File: src/rtl/demux_6_stream.sv
// demux_6_stream: routes one upstream stream to six output channels.
// Each channel has a single holding register (data + valid) with a
// skid-free ready: a full channel still accepts a word in the cycle it
// is being drained. Illegal selects (6, 7) are accepted and dropped.
// A saturating counter and a sticky flag record the drops.
module demux_6_stream #(
    parameter int DATA_WIDTH = 32
) (
    input  logic                    clk,
    input  logic                    rst_n,
    input  logic                    in_valid,
    output logic                    in_ready,
    input  logic [DATA_WIDTH-1:0]   in_data,
    input  logic [2:0]              in_sel,
    output logic [5:0]              out_valid,
    input  logic [5:0]              out_ready,
    output logic [6*DATA_WIDTH-1:0] out_data,
    output logic [7:0]              drop_cnt,
    output logic                    drop_flag
);

    localparam int         NUM_CH  = 6;
    localparam logic [7:0] CNT_MAX = 8'hFF;

    // True when the select addresses an existing channel.
    function automatic logic sel_legal(input logic [2:0] sel);
        return sel < 3'(NUM_CH);
    endfunction

    // Increment that sticks at the counter's maximum value.
    function automatic logic [7:0] sat_inc(input logic [7:0] value);
        return (value == CNT_MAX) ? value : value + 8'd1;
    endfunction

    logic [DATA_WIDTH-1:0] slot_data [NUM_CH];
    logic [NUM_CH-1:0]     slot_valid;
    logic [NUM_CH-1:0]     push;
    logic [NUM_CH-1:0]     pop;
    logic                  in_fire;
    logic                  drop_fire;

    // Ready looks only at the addressed slot: empty or draining this cycle.
    // Illegal selects are always accepted so they never stall the source.
    always_comb begin
        in_ready = 1'b1;
        for (int k = 0; k < NUM_CH; k++) begin
            if (in_sel == 3'(k)) begin
                in_ready = ~slot_valid[k] | out_ready[k];
            end
        end
    end

    assign in_fire   = in_valid & in_ready;
    assign drop_fire = in_fire & ~sel_legal(in_sel);

    // Per-channel load and drain strobes.
    always_comb begin
        push = '0;
        pop  = '0;
        for (int k = 0; k < NUM_CH; k++) begin
            push[k] = in_fire & (in_sel == 3'(k));
            pop[k]  = slot_valid[k] & out_ready[k];
        end
    end

    // Holding registers: a load wins over a drain so a channel can stream
    // one word per cycle; a drain alone clears valid but keeps the data.
    always_ff @(posedge clk) begin
        if (!rst_n) begin
            slot_valid <= '0;
            for (int k = 0; k < NUM_CH; k++) begin
                slot_data[k] <= '0;
            end
        end else begin
            for (int k = 0; k < NUM_CH; k++) begin
                if (push[k]) begin
                    slot_data[k]  <= in_data;
                    slot_valid[k] <= 1'b1;
                end else if (pop[k]) begin
                    slot_valid[k] <= 1'b0;
                end
            end
        end
    end

    // Drop bookkeeping for words carrying an illegal select.
    always_ff @(posedge clk) begin
        if (!rst_n) begin
            drop_cnt  <= 8'd0;
            drop_flag <= 1'b0;
        end else if (drop_fire) begin
            drop_cnt  <= sat_inc(drop_cnt);
            drop_flag <= 1'b1;
        end
    end

    // Flatten the per-channel slots onto the output bus.
    always_comb begin
        out_valid = slot_valid;
        out_data  = '0;
        for (int k = 0; k < NUM_CH; k++) begin
            out_data[k*DATA_WIDTH +: DATA_WIDTH] = slot_data[k];
        end
    end

endmodule

File: config.mk
export PLATFORM = sky130hd
export DESIGN_NAME = demux_6_stream
export DESIGN_NICKNAME = d
export VERILOG_FILES = /design/src/rtl/demux_6_stream.sv
export SDC_FILE = /design/constraint.sdc
export NUM_CORES = 1
export LEC_CHECK = 0
export CAP_MARGIN = 20
export CORE_UTILIZATION = 46
export DETAILED_ROUTE_END_ITERATION = 8
export PLACE_DENSITY = 0.79
export REMOVE_ABC_BUFFERS = 1
export SLEW_MARGIN = 10
export SYNTH_ARGS = -nofsm -noshare
export SYNTH_HDL_FRONTEND = slang
export SYNTH_SLANG_ARGS = --single-unit
File: constraint.sdc
create_clock -name clk -period 6.4 [get_ports clk]
set_input_delay 0.64 -clock clk [delete_from_list [all_inputs] [get_ports clk]]
set_output_delay 0.64 -clock clk [all_outputs]
set_load 0.02 [all_outputs]
==> flow_summary.json <==
{
  "status": "complete, no violations",
  "pre_cts_ws_ns": 2.95,
  "synth_top_family_by_area": "simple AND/OR/NAND/NOR gates",
  "clk_path_buf_depth": 3,
  "synthMuxAreaShare_pct": 0.905,
  "wl_met2_um": 10600,
  "slowest_stage": "clkdlybuf4s50_1",
  "crit_path_frequent_cell": "clkdlybuf4s50_1",
  "clkTransAtPathRegs_ns": 0.06,
  "wl_um": 20900,
  "antenna_found_initial": 0,
  "synth-seq-cells": 207,
  "maxSlewHeadroom_pct": 31.1,
  "dp_hpwl_um": 13500,
  "drv_slew": 0,
  "fmax_ghz": 0.291,
  "fin_ws_ns": 2.97,
  "utilization_pct": 68.5,
  "grt_usage_pct": 22.9,
  "ys_top_cells_by_area": "edfxtp_1 72%, and2_1 15%, dfxtp_1 3.7%",
  "grt_max_degree": 34,
  "synthFlopType": "edfxtp_1",
  "hold_buffers": 0,
  "finalSetupViolCount": 0,
  "grt_pass1_vias": 5075,
  "cts_setup_buffers": 0,
  "drive_gt1_share_pct": 7.43,
  "required_ns": 5.76,
  "port-buffer-count": 251,
  "critPathCaptureType": "output pin",
  "core_area_mm2": 0.0168,
  "wl_per_cell_um": 20.9,
  "clock_latency_ns": 0.49,
  "ys_seq_area_share_pct": 75.7,
  "hp-class": "reg2reg",
  "synth.distinct_cells": 42,
  "fin_crit_ns": 3.43,
  "drtPass1Iterations": 4,
  "numClockSinks": 207,
  "row_count": 47,
  "drt-met1-wl_um": 8300,
  "startpoint_type": "input port",
  "h-tree-depth": 1,
  "async_flop_share_pct": 0,
  "top_layer": "met4",
  "synth_compound_area_share_pct": 2.36,
  "hold_violations": 0,
  "skew_ns": 0.00712,
  "vdd_drop_max_uv": 150,
  "syn-cell-area_mm2": 0.00802,
  "drc": 0,
  "path_buf_inv": 2,
  "syn_avg_cell_area_um2": 15.8,
  "crit_family": "buffers and inverters",
  "synth-edff-count": 192,
  "whs_ns": 0.457,
  "die_area_mm2": 0.0180,
  "io_pins": 252,
  "die_x_um": 134,
  "num_antenna_cells": 0,
  "numCtsBuffers": 22,
  "ant_nets": 0,
  "synth_top_area_share_pct": 71.9,
  "cts_tree": "yes",
  "fin_tns_setup_ns": 0,
  "period_share_pct": 53.7,
  "place.gp.congestion": 0.826,
  "p_leak_nw": 4.27,
  "grt_setup_unrepaired": "false",
  "synth-simple-area-share_pct": 19.2,
  "critPathArrivalTime_ns": 2.79,
  "synth-xor-area-share_pct": 0,
  "ys_top_cells_by_count": "192 x and2_1, 192 x edfxtp_1, 15 x dfxtp_1",
  "maxCapViolCount": 0,
  "critical_path.max_stage_delay_ns": 0.76,
  "syn2layout_area_growth_pct": 43.8,
  "die_h_um": 134,
  "grt_first_pass_wirelength_um": 30700,
  "cts_resized": 0,
  "worst_slew_pin_slew_ns": 1.03,
  "clock-root-buffer": "clkbuf_16",
  "p_per_area_mw_per_mm2": 273,
  "synthCells": 506,
  "synth_fa_ha_area_share_pct": 0.156,
  "dr.first_iter.drc_count": 269,
  "crit_path_cell_trace": "clkdlybuf4s50_1 > mux4_2 > a22oi_1 > clkdlybuf4s50_1",
  "start_util_pct": 47.7,
  "gr-total-overflow": 0,
  "avgViaCountPerCell": 5.11,
  "yosysTopAreaCell": "edfxtp_1",
  "fin_nets": 811,
  "wl_met3_um": 1520,
  "path_max_fanout": 11,
  "num_vias": 5120,
  "yosys_warnings": 0,
  "crit_type": "in2out"
}
-- cell usage in the layout (no fill, tap or decap), types with 7 or more instances in the layout --
cell type	Yosys	routed
nand2_1	11	8
inv_1	7	7
dfxtp_1	15	15
clkdlybuf4s50_1	0	251
buf_4	1	9
and2_1	192	192
clkbuf_16	0	23
edfxtp_1	192	192
-- power breakdown --
group          internal (W)  total (W)  leakage [nW]  switching (W)
clock network      0.000775    0.00127         0.363       0.000498
registers           0.00154    0.00156          2.12      0.0000223
logic              0.000136   0.000316          1.79       0.000180
total               0.00245    0.00315          4.27       0.000701
-- sequential cells by signal (all words and copies together), names as in the netlist --
name       count
drop_flag      1
slot_data    192
drop_cnt       8
out_valid      6
-- worst reg2reg max path, stage by stage (launching register included) --
cell,delay (ns)
dfxtp_1,0.32
nor2b_1,0.20
a2111oi_0,0.39
nand2b_2,0.87
-- cells by family after synthesis --
group | Yosys count
buffers and inverters | 31
AO/OA/AOI/OAI | 22
adder cells (fa/ha/maj) | 1
multiplexers | 6
flip-flops | 207
AND/OR/NAND/NOR | 239
-- per-stage QoR --
stage	instances	power, W	cell area, um2
global placement	962	0.00190	10800
global route	1001	0.00324	11500
floorplan	482	0.00171	7910
CTS	1001	0.00317	11500
detailed placement	962	0.00191	10800
finish	1001	0.00315	11500
-- worst paths after layout --
check	startpoint	end	slack (ns)	cells past startpoint
worst max-delay path	in_sel[1]	in_ready	2.97	4
worst min-delay path	drop_flag	drop_flag	0.46	2
worst min register to register	drop_flag	drop_flag	0.46	2
worst max register to register	out_valid[2]	slot_data[2][20]	4.23	3
-- per-layer routing --
| layer | global-route usage (%) | vias up |
|---|---|---|
| li1 | - | 2320 |
| met1 | 29.2 | 2518 |
| met2 | 40.0 | 248 |
| met3 | 4.04 | 34 |
| met4 | 7.18 | 0 |
| met5 | 0 | - |
-- final cells by class --
type,count,area (um2)
clock inverter,14,148
inverter,7,26.3
clock buffer,25,583
fill,1131,5290
multi-input combinational,268,1850
sequential,207,6070
timing repair buffer,260,2580
tap,220,275
(Power assumes the default switching activity.)
